--- src/rtl/ex_tracker_q_pkg.sv ---
// Shared trace record types and the EX tracker state encoding.
package ex_tracker_q_pkg;

   localparam int unsigned TS_FIELD_W   = 32;
   localparam int unsigned ADDR_FIELD_W = 32;

   typedef struct packed {
      logic [TS_FIELD_W-1:0] time_start;
      logic [TS_FIELD_W-1:0] time_end;
   } trace_span;

   typedef struct packed {
      logic [TS_FIELD_W-1:0]   time_start;
      logic [TS_FIELD_W-1:0]   time_end;
      trace_span               mem_access_req;
      trace_span               mem_access_res;
      logic [ADDR_FIELD_W-1:0] mem_addr;
      logic                    mem_we;
   } ex_data_t;

   typedef struct packed {
      logic        pass_through;
      logic [31:0] pc;
      logic [31:0] instr;
      trace_span   id_data;
      ex_data_t    ex_data;
   } trace_output;

   typedef enum logic [1:0] {
      IDLE,
      EX_ACTIVE,
      WAIT_GNT,
      WAIT_RVALID
   } ex_tracker_state;

endpackage

--- src/rtl/ex_tracker_q_fifo.sv ---
// DEPTH-entry synchronous FIFO of trace_output; a push into a full FIFO is
// accepted only when a pop happens at the same edge.
module trace_fifo
   import ex_tracker_q_pkg::*;
#(
   parameter int unsigned DEPTH = 4
) (
   input  logic                   clk,
   input  logic                   rst,
   input  logic                   push,
   input  trace_output            din,
   input  logic                   pop,
   output trace_output            head_c,
   output logic [$clog2(DEPTH):0] count,
   output logic                   full_c,
   output logic                   empty_c
);

   localparam int unsigned AW = $clog2(DEPTH);
   localparam int unsigned CW = AW + 1;

   trace_output     mem [DEPTH];
   logic [AW-1:0]   wr_ptr;
   logic [AW-1:0]   rd_ptr;
   logic            do_push;
   logic            do_pop;

   assign empty_c = (count == CW'(0));
   assign full_c  = (count == CW'(DEPTH));
   assign do_pop  = pop && !empty_c;
   assign do_push = push && (!full_c || do_pop);
   assign head_c  = mem[rd_ptr];

   always_ff @(posedge clk) begin
      if (!rst) begin
         wr_ptr <= '0;
         rd_ptr <= '0;
         count  <= '0;
      end else begin
         if (do_push) wr_ptr <= wr_ptr + AW'(1);
         if (do_pop)  rd_ptr <= rd_ptr + AW'(1);
         if (do_push && !do_pop)      count <= count + CW'(1);
         else if (!do_push && do_pop) count <= count - CW'(1);
      end
   end

   // Storage needs no reset: pointers and count define validity.
   always_ff @(posedge clk) begin
      if (do_push) mem[wr_ptr] <= din;
   end

endmodule

--- src/rtl/ex_tracker_q.sv ---
// EX-stage trace tracker: queues ID elements, times the EX phase and the
// data-memory handshake of each, and emits the enriched record.
module ex_tracker_q
   import ex_tracker_q_pkg::*;
#(
   parameter int unsigned ADDR_WIDTH   = 32,
   parameter int unsigned TS_WIDTH     = 32,
   parameter int unsigned DEPTH        = 4,
   parameter bit          TRACK_RVALID = 1'b1
) (
   input  logic                   clk,
   input  logic                   rst,
   input  logic [TS_WIDTH-1:0]    counter,
   input  logic                   id_data_ready,
   input  trace_output            id_data_i,
   input  logic                   ex_ready,
   input  logic                   data_req_i,
   input  logic [ADDR_WIDTH-1:0]  data_addr_i,
   input  logic                   data_we_i,
   input  logic                   data_gnt_i,
   input  logic                   data_rvalid_i,
   output trace_output            ex_data_o,
   output logic                   ex_data_ready,
   output logic [$clog2(DEPTH):0] fifo_count,
   output logic                   overflow_o
);

   ex_tracker_state        state;
   trace_output            work;
   logic                   first;

   trace_output            head_c;
   logic                   full_c;
   logic                   empty_c;
   logic                   pop_c;

   logic [TS_FIELD_W-1:0]  ts_c;
   trace_output            work_upd_c;
   logic                   grant_c;
   logic                   done_c;
   logic                   to_gnt_c;
   logic                   to_rvalid_c;

   assign pop_c = (state == IDLE) && !empty_c;
   assign ts_c  = TS_FIELD_W'(counter);

   trace_fifo #(
      .DEPTH (DEPTH)
   ) u_fifo (
      .clk     (clk),
      .rst     (rst),
      .push    (id_data_ready),
      .din     (id_data_i),
      .pop     (pop_c),
      .head_c  (head_c),
      .count   (fifo_count),
      .full_c  (full_c),
      .empty_c (empty_c)
   );

   // Working-element update and phase events for the current cycle.
   always_comb begin
      work_upd_c  = work;
      grant_c     = 1'b0;
      done_c      = 1'b0;
      to_gnt_c    = 1'b0;
      to_rvalid_c = 1'b0;

      if ((state == EX_ACTIVE) && first) work_upd_c.ex_data.time_start = ts_c;

      case (state)
         EX_ACTIVE: begin
            if (data_req_i) begin
               work_upd_c.ex_data.mem_access_req.time_start = ts_c;
               work_upd_c.ex_data.mem_addr = ADDR_FIELD_W'(data_addr_i);
               work_upd_c.ex_data.mem_we   = data_we_i;
               if (data_gnt_i) grant_c  = 1'b1;
               else            to_gnt_c = 1'b1;
            end else if (ex_ready) begin
               work_upd_c.ex_data.time_end = ts_c;
               done_c = 1'b1;
            end
         end
         WAIT_GNT: begin
            if (data_gnt_i) grant_c = 1'b1;
         end
         WAIT_RVALID: begin
            if (data_rvalid_i) begin
               work_upd_c.ex_data.mem_access_res.time_end = ts_c;
               work_upd_c.ex_data.time_end = ts_c;
               done_c = 1'b1;
            end
         end
         default: ;
      endcase

      // Grant either ends the element or opens the response phase.
      if (grant_c) begin
         work_upd_c.ex_data.mem_access_req.time_end = ts_c;
         if (TRACK_RVALID) begin
            work_upd_c.ex_data.mem_access_res.time_start = ts_c;
            to_rvalid_c = 1'b1;
         end else begin
            work_upd_c.ex_data.time_end = ts_c;
            done_c = 1'b1;
         end
      end
   end

   always_ff @(posedge clk) begin
      if (!rst) begin
         state         <= IDLE;
         work          <= '0;
         first         <= 1'b0;
         ex_data_o     <= '0;
         ex_data_ready <= 1'b0;
         overflow_o    <= 1'b0;
      end else begin
         ex_data_ready <= 1'b0;
         if (id_data_ready && full_c && !pop_c) overflow_o <= 1'b1;

         case (state)
            IDLE: begin
               if (!empty_c) begin
                  if (head_c.pass_through) begin
                     ex_data_o     <= head_c;
                     ex_data_ready <= 1'b1;
                  end else begin
                     work  <= head_c;
                     first <= 1'b1;
                     state <= EX_ACTIVE;
                  end
               end
            end
            default: begin
               work  <= work_upd_c;
               first <= 1'b0;
               if (done_c) begin
                  ex_data_o     <= work_upd_c;
                  ex_data_ready <= 1'b1;
                  state         <= IDLE;
               end else if (to_rvalid_c) begin
                  state <= WAIT_RVALID;
               end else if (to_gnt_c) begin
                  state <= WAIT_GNT;
               end
            end
         endcase
      end
   end

endmodule

--- config.mk ---
export PLATFORM = sky130hd
export DESIGN_NAME = ex_tracker_q
export DESIGN_NICKNAME = d
export VERILOG_FILES = /design/src/rtl/ex_tracker_q_pkg.sv /design/src/rtl/ex_tracker_q_fifo.sv /design/src/rtl/ex_tracker_q.sv
export SDC_FILE = /design/constraint.sdc
export NUM_CORES = 2
export LEC_CHECK = 0
export ABC_CLOCK_PERIOD_IN_PS = 12000
export CAP_MARGIN = 20
export CORE_UTILIZATION = 52
export DETAILED_ROUTE_END_ITERATION = 8
export MAX_ROUTING_LAYER = met4
export PLACE_DENSITY = 0.79
export SLEW_MARGIN = 20
export SYNTH_ARGS = -nofsm -noshare
export SYNTH_HDL_FRONTEND = slang
export SYNTH_SLANG_ARGS = --single-unit
--- constraint.sdc ---
create_clock -name clk -period 12 [get_ports clk]
set_input_delay 1.2 -clock clk [delete_from_list [all_inputs] [get_ports clk]]
set_output_delay 1.2 -clock clk [all_outputs]
set_load 0.05 [all_outputs]
# After elaboration in Yosys (flattened, before gate mapping)
# Memory sizes are Yosys's and may differ from the RTL's. A register that Yosys moved wholly into a read port is not among the register bits.
# Index checks and enable logic that the tools add are counted.
[word_totals]
register_bits = 719
ramBits = 1416
input_bits = 426
out_inout_bits = 359
mem_count = 1
[mem_list]
columns = ["memory", "depth", "word_bits", "rd", "rd_clocked_by_memory_dff", "wr", "line_no", "source"]
rows = [
  ["u_fifo.mem", 4, 354, 1, 1, 1, "ex_tracker_q_fifo.sv:22", "trace_output mem [DEPTH];"],
]
[classes]
add_sub_neg = 4
eq_ne = 7
muxes = 46
bitwise = 2
n_reduce_logical = 25
[op_table]
columns = ["cell", "n"]
rows = [
  ["$mux W354", 4],
  ["$mux W225", 3],
  ["$mux W32", 8],
  ["$mux W33", 2],
  ["$mux W64", 1],
  ["$pmux W32 S2", 1],
  ["$mux W2", 8],
  ["$mux W1", 15],
  ["$reduce_and A3 Y1", 3],
  ["$logic_and A1 B1 Y1", 8],
  ["$mux W3", 2],
  ["$ne A2 B2 Y1 const B", 3],
  ["$reduce_and A2 Y1", 3],
  ["$logic_not A1 Y1", 5],
  ["$add A2 B1 Y2 const B", 2],
  ["$eq A2 B2 Y1 const B", 2],
  ["$pmux W1 S2", 2],
  ["$reduce_bool A2 Y1", 2],
  ["$reduce_bool A4 Y1", 1],
  ["$add A3 B1 Y3 const B", 1],
  ["$eq A3 B3 Y1 const B", 1],
  ["$logic_not A3 Y1", 1],
  ["$sub A3 B1 Y3 const B", 1],
  ["$eq A2 B1 Y1 const B", 1],
  ["3 further kinds", 4],
]

# Logic depth before layout (Yosys ltp)
[depth]
depth_word = 10
mapped_depth = 12
ltp_nobuf = 10

# Hierarchy
# Synthesis repeated with hierarchy kept, for this count alone.
[hier_totals]
cells_unflattened = 5701
area_unflattened_um2 = 82272.7
[by_module_without_submodules]
columns = ["module", "n_inst", "cells_each", "area_per_inst_um2"]
rows = [
  ["trace_fifo", 1, 1897, 51424.3],
  ["ex_tracker_q", 1, 3804, 30848.3],
]

# Least setup slack after synthesis
# No wires, ideal clock.
[synth_timing]
path_type = "input port to flip-flop"
from = "input port id_data_ready"
to = "memory u_fifo.mem[2][0] (netlist name), enable pin"
t_arrival_ps = 9597
required_time_ps = 11238
path_slack_ps = 1641
stages = 3
n_path_buf = 1
path_cell_list = "nor2b_1 > clkbuf_1 > and2_1"
[synth_via]
elab_chain_len = 3
[synth_rtl]
columns = ["item", "line_no", "source"]
rows = [
  ["start: declaration", "ex_tracker_q.sv:14", "input logic id_data_ready,"],
  ["$logic_and A1 B1 Y1", "ex_tracker_q_fifo.sv:31", "assign do_push = push && (!full_c || do_pop);"],
  ["$mux W1", "ex_tracker_q_fifo.sv:49", "if (do_push) mem[wr_ptr] <= din;"],
  ["$mux W1 (implied by the code)", "ex_tracker_q_fifo.sv:49", ""],
  ["end: declaration", "ex_tracker_q_fifo.sv:22", ""],
]
# Every way passes these cells.

# Worst setup path in the final report
[layout_timing]
from = "register state[0]"
to = "register work[331] (netlist name)"
[layout_via]
elab_chain_len = 2
[layout_rtl]
columns = ["item", "line_no", "source"]
rows = [
  ["start: declaration", "ex_tracker_q.sv:28", "ex_tracker_state state;"],
  ["start signal: assignment", "ex_tracker_q.sv:112", "state <= IDLE;"],
  ["start signal: assignment", "ex_tracker_q.sv:131", "state <= EX_ACTIVE;"],
  ["start signal: assignment", "ex_tracker_q.sv:141", "state <= IDLE;"],
  ["$logic_not A2 Y1", "ex_tracker_q.sv:122", "case (state)"],
  ["$reduce_and A3 Y1 (no line)", "--", ""],
  ["end signal: assignment", "ex_tracker_q.sv:136", "work <= work_upd_c;"],
  ["end: declaration", "ex_tracker_q.sv:29", "trace_output work;"],
]
# Every way passes these cells.
# A chain may end at the register's enable or synchronous reset.

==> qor.yml <==
routabilityCongestion: 0.848
grt_pass1_vias: 49300
synth_xor_area_share_pct: 0.0535
start_util_pct: 52.4
pre_cts_ws_ns: 6.84
fp.coreArea_sq_um: 156000
clk_pin_slew_worst_paths_ns: 0.07
slew_violations: 0
first_pass_iters: 9
postCtsSetupBuffers: 0
area_delta_synth_final_pct: 20.0
num_rows: 145
synthesis.area_sq_um: 81800
violations: "DRC"
cts_hold_buf: 0
ys_warn_count: 0
ant_nets: 0
ctsResizeCount: 0
hold_path.class: "reg2reg"
cp.arrival_ns: 5.83
drc: 6
seq_power_share_pct: 38.8
drtIter0Drc: 5654
slowest_stage: "buf_4"
grt_first_pass_wirelength_microns: 322000
timing.fmax_mhz: 196
drv_cap: 0
grt_max_degree: 231
syn_nets: 5878
cts_buffers: 206
nets: 6536
clkLatencyLatePin_ns: 0.84
dp_hpwl_microns: 131000
critPathRequiredTime_ns: 12.73
antenna_found_initial: 78
synth-seq-cells: 2137
yosys.area.top_type_share_pct: 52.0
synth_top_cell_by_area: "edfxtp_1"
clock-sinks: 2137
critPathMaxStageDelay_ns: 0.72
routedWlPerCell_microns: 26.4
ys_async_sr_fraction_pct: 0
crit_buf_inv: 5
internal_power_mw: 16.0
pwr-share-clk_pct: 25.1
slew_headroom_pct: 8.28
io_buffers: 784
worst_setup_path_end_kind: "flop"
setup_tns_ns: 0
ir_worst_vdd_mv: 0.236
power.share.switching_pct: 37.7
worstMarginPinSlew_ns: 1.38
track_usage_pct: 28.3
synth-simple-area-share_pct: 4.99
startpoint_type: "flop"
synth-edff-count: 1416
root_buffer: "clkbuf_16"
setup_slack_ns: 6.89
synth_top_family_by_area: "multiplexers"
fillCellCount: 10900
dr_total_vias: 50200
worstPathMaxFanout: 57
die_h_microns: 399
drive_above_1_share_pct: 11.9
synth_cell_type_count: 43
synth_compound_area_share_pct: 9.86
cts_tree: "built"
period_share_pct: 42.5
cp_common_cell: "buf_4"
p_comb_share_pct: 36.1
grt-ovfl-total: 0
p_sw_mw: 9.69
ys_seq_area_share_pct: 69.6
synthCells: 5442
routed_via_density: 5.97
crit_type: "reg2reg"
avgSynthCellArea_sq_um: 15.0
hold_viol_final: 0
powerDensity_nw_per_um2: 262
finalSetupViolCount: 0
synth.area.top_cells: "edfxtp_1 52%, dfxtp_1 18%, mux4_2 9.7%"
ys.flop_type: "edfxtp_1"
status: "complete, but fails checks"
clk_path_buf_depth: 3
skew_ns: 0.0629
post-route-min-period_ns: 5.11
synth_adder_area_share_pct: 0.162
die_w_microns: 399
wl_microns: 222000
cp_cell_sequence: "inv_1 -> ha_4 -> buf_4 -> o31a_1 -> inv_1 -> nor2_4 -> buf_4 -> buf_4 -> nand2_1 -> a21boi_0"
leakage_nw: 35.0
htree_levels: 4
cp_top_family: "buffers and inverters"
dieArea_sq_um: 159000
rsz0062_at_grt: "no"
num_io_pins: 785
synth_mux_area_share_pct: 12.9
## power groups by stage
stage,combinational (mW),sequential (mW),clock [mW]
floorplan,4.59,11.8,0
global placement,9.07,9.99,0
detailed placement,9.22,10.1,0
CTS,9.29,9.94,6.52
global route,9.87,10.1,6.81
finish,9.28,9.96,6.45
## metrics by stage
| step | utilization [%] | hold slack [ns] | cell area (sq um) | instances | total power [mW] |
|---|---|---|---|---|---|
| finish | 62.8 | 0.448 | 98100 | 8421 | 25.7 |
| detailed placement | 58.3 | 0.441 | 91100 | 7949 | 19.3 |
| CTS | 62.7 | 0.450 | 97900 | 8339 | 25.8 |
| global placement | 58.3 | 0.436 | 91100 | 7949 | 19.1 |
| global route | 62.8 | 0.460 | 98100 | 8411 | 26.8 |
| floorplan | - | 0.430 | 81800 | 5442 | 16.4 |
## synthesized netlist by cell type (2+ instances only)
library cell,instances
o211a_1,129
xor2_1,2
ha_1,9
buf_1,34
buf_2,142
a22o_1,63
buf_6,27
and2_1,11
a21boi_0,238
o21ai_1,27
inv_1,6
edfxtp_1,1416
nor2b_1,4
mux2i_1,260
clkbuf_1,192
nand2_1,1037
a21oi_1,257
o21ai_0,295
a222oi_1,33
mux4_2,354
nand2b_1,5
a21boi_1,150
xnor2_1,3
buf_4,6
dfxtp_1,721
a21oi_2,2
nor2_1,3
## routing by layer
| metal | global-route usage [%] | share of wire [%] | vias up |
|---|---|---|---|
| met4 | 15.6 | 5.3 | 0 |
| li1 | - | - | 22000 |
| met5 | - | 0 | - |
| met1 | 35.9 | 38 | 25400 |
| met3 | 7.07 | 10 | 440 |
| met2 | 41.9 | 47 | 2451 |
## layout by cell type (no fill, tap or decap), types with 5 or more instances in the layout
cell type           n
clkdlybuf4s50_1   783
clkbuf_1           55
buf_12             15
and2_1              7
edfxtp_1         1416
nand2_1          1035
clkbuf_16         211
clkinv_16           6
a22o_1             63
a21boi_0          238
ha_1                8
dfxtp_1           719
o21ai_0           295
a21oi_1           257
mux2i_1           260
a222oi_1           33
o211a_1           129
clkinvlp_4         11
inv_1               6
clkinv_1           32
clkbuf_8           14
a21boi_1          150
inv_16              5
mux4_2            354
o21ai_1            27
bufinv_16          13
buf_4              50
diode_2            81
clkinv_2           36
## cells by family (layout without fill, tap and decap cells)
family | after synthesis | in the layout
buffers and inverters | 407 | 1247
other | 0 | 81
adders and majority gates | 10 | 10
and+or+nand+nor | 1067 | 1067
AOI/OAI and AO/OA | 1202 | 1202
muxes | 614 | 614
xor gates and xnor gates | 5 | 5
DFF | 2137 | 2137
## final timing paths
path	depth (start not counted)	endpoint	start	slack (ns)
worst max-delay path	10	work[331]	state[0]	6.89
worst max register to register	10	work[331]	state[0]	6.89
worst min-delay path	2	work[137]	work[137]	0.45
worst min register to register	2	work[137]	work[137]	0.45
## layout make-up
class	instances	area [sq um]	share of cell area, %
multi-input combinational	2898	23000	23.4
clock buffer	280	5680	5.79
inverter	6	22.5	0.0230
clock inverter	110	1120	1.14
timing repair buffer	851	8570	8.73
antenna	81	203	0.207
sequential	2137	57000	58.0
tap	2058	2570	2.62
## state kept, by name (all words and copies together) (netlist names), 2 cells and up, named ones only
| name | count |
|---|---|
| work | 353 |
| u_fifo.count | 3 |
| u_fifo.mem | 1416 |
| u_fifo.wr_ptr | 2 |
| ex_data_o | 354 |
| u_fifo.rd_ptr | 2 |
## worst reg2reg max path, delay by kind of cell, from the launching register on
family	cells	cell delay, ns
AOI/OAI and AO/OA	2	0.79
buffers and inverters	5	2.38
DFF	1	0.37
and+or+nand+nor	2	0.91
adders and majority gates	1	0.56
Note: power is estimated with default switching activity, not from simulation.
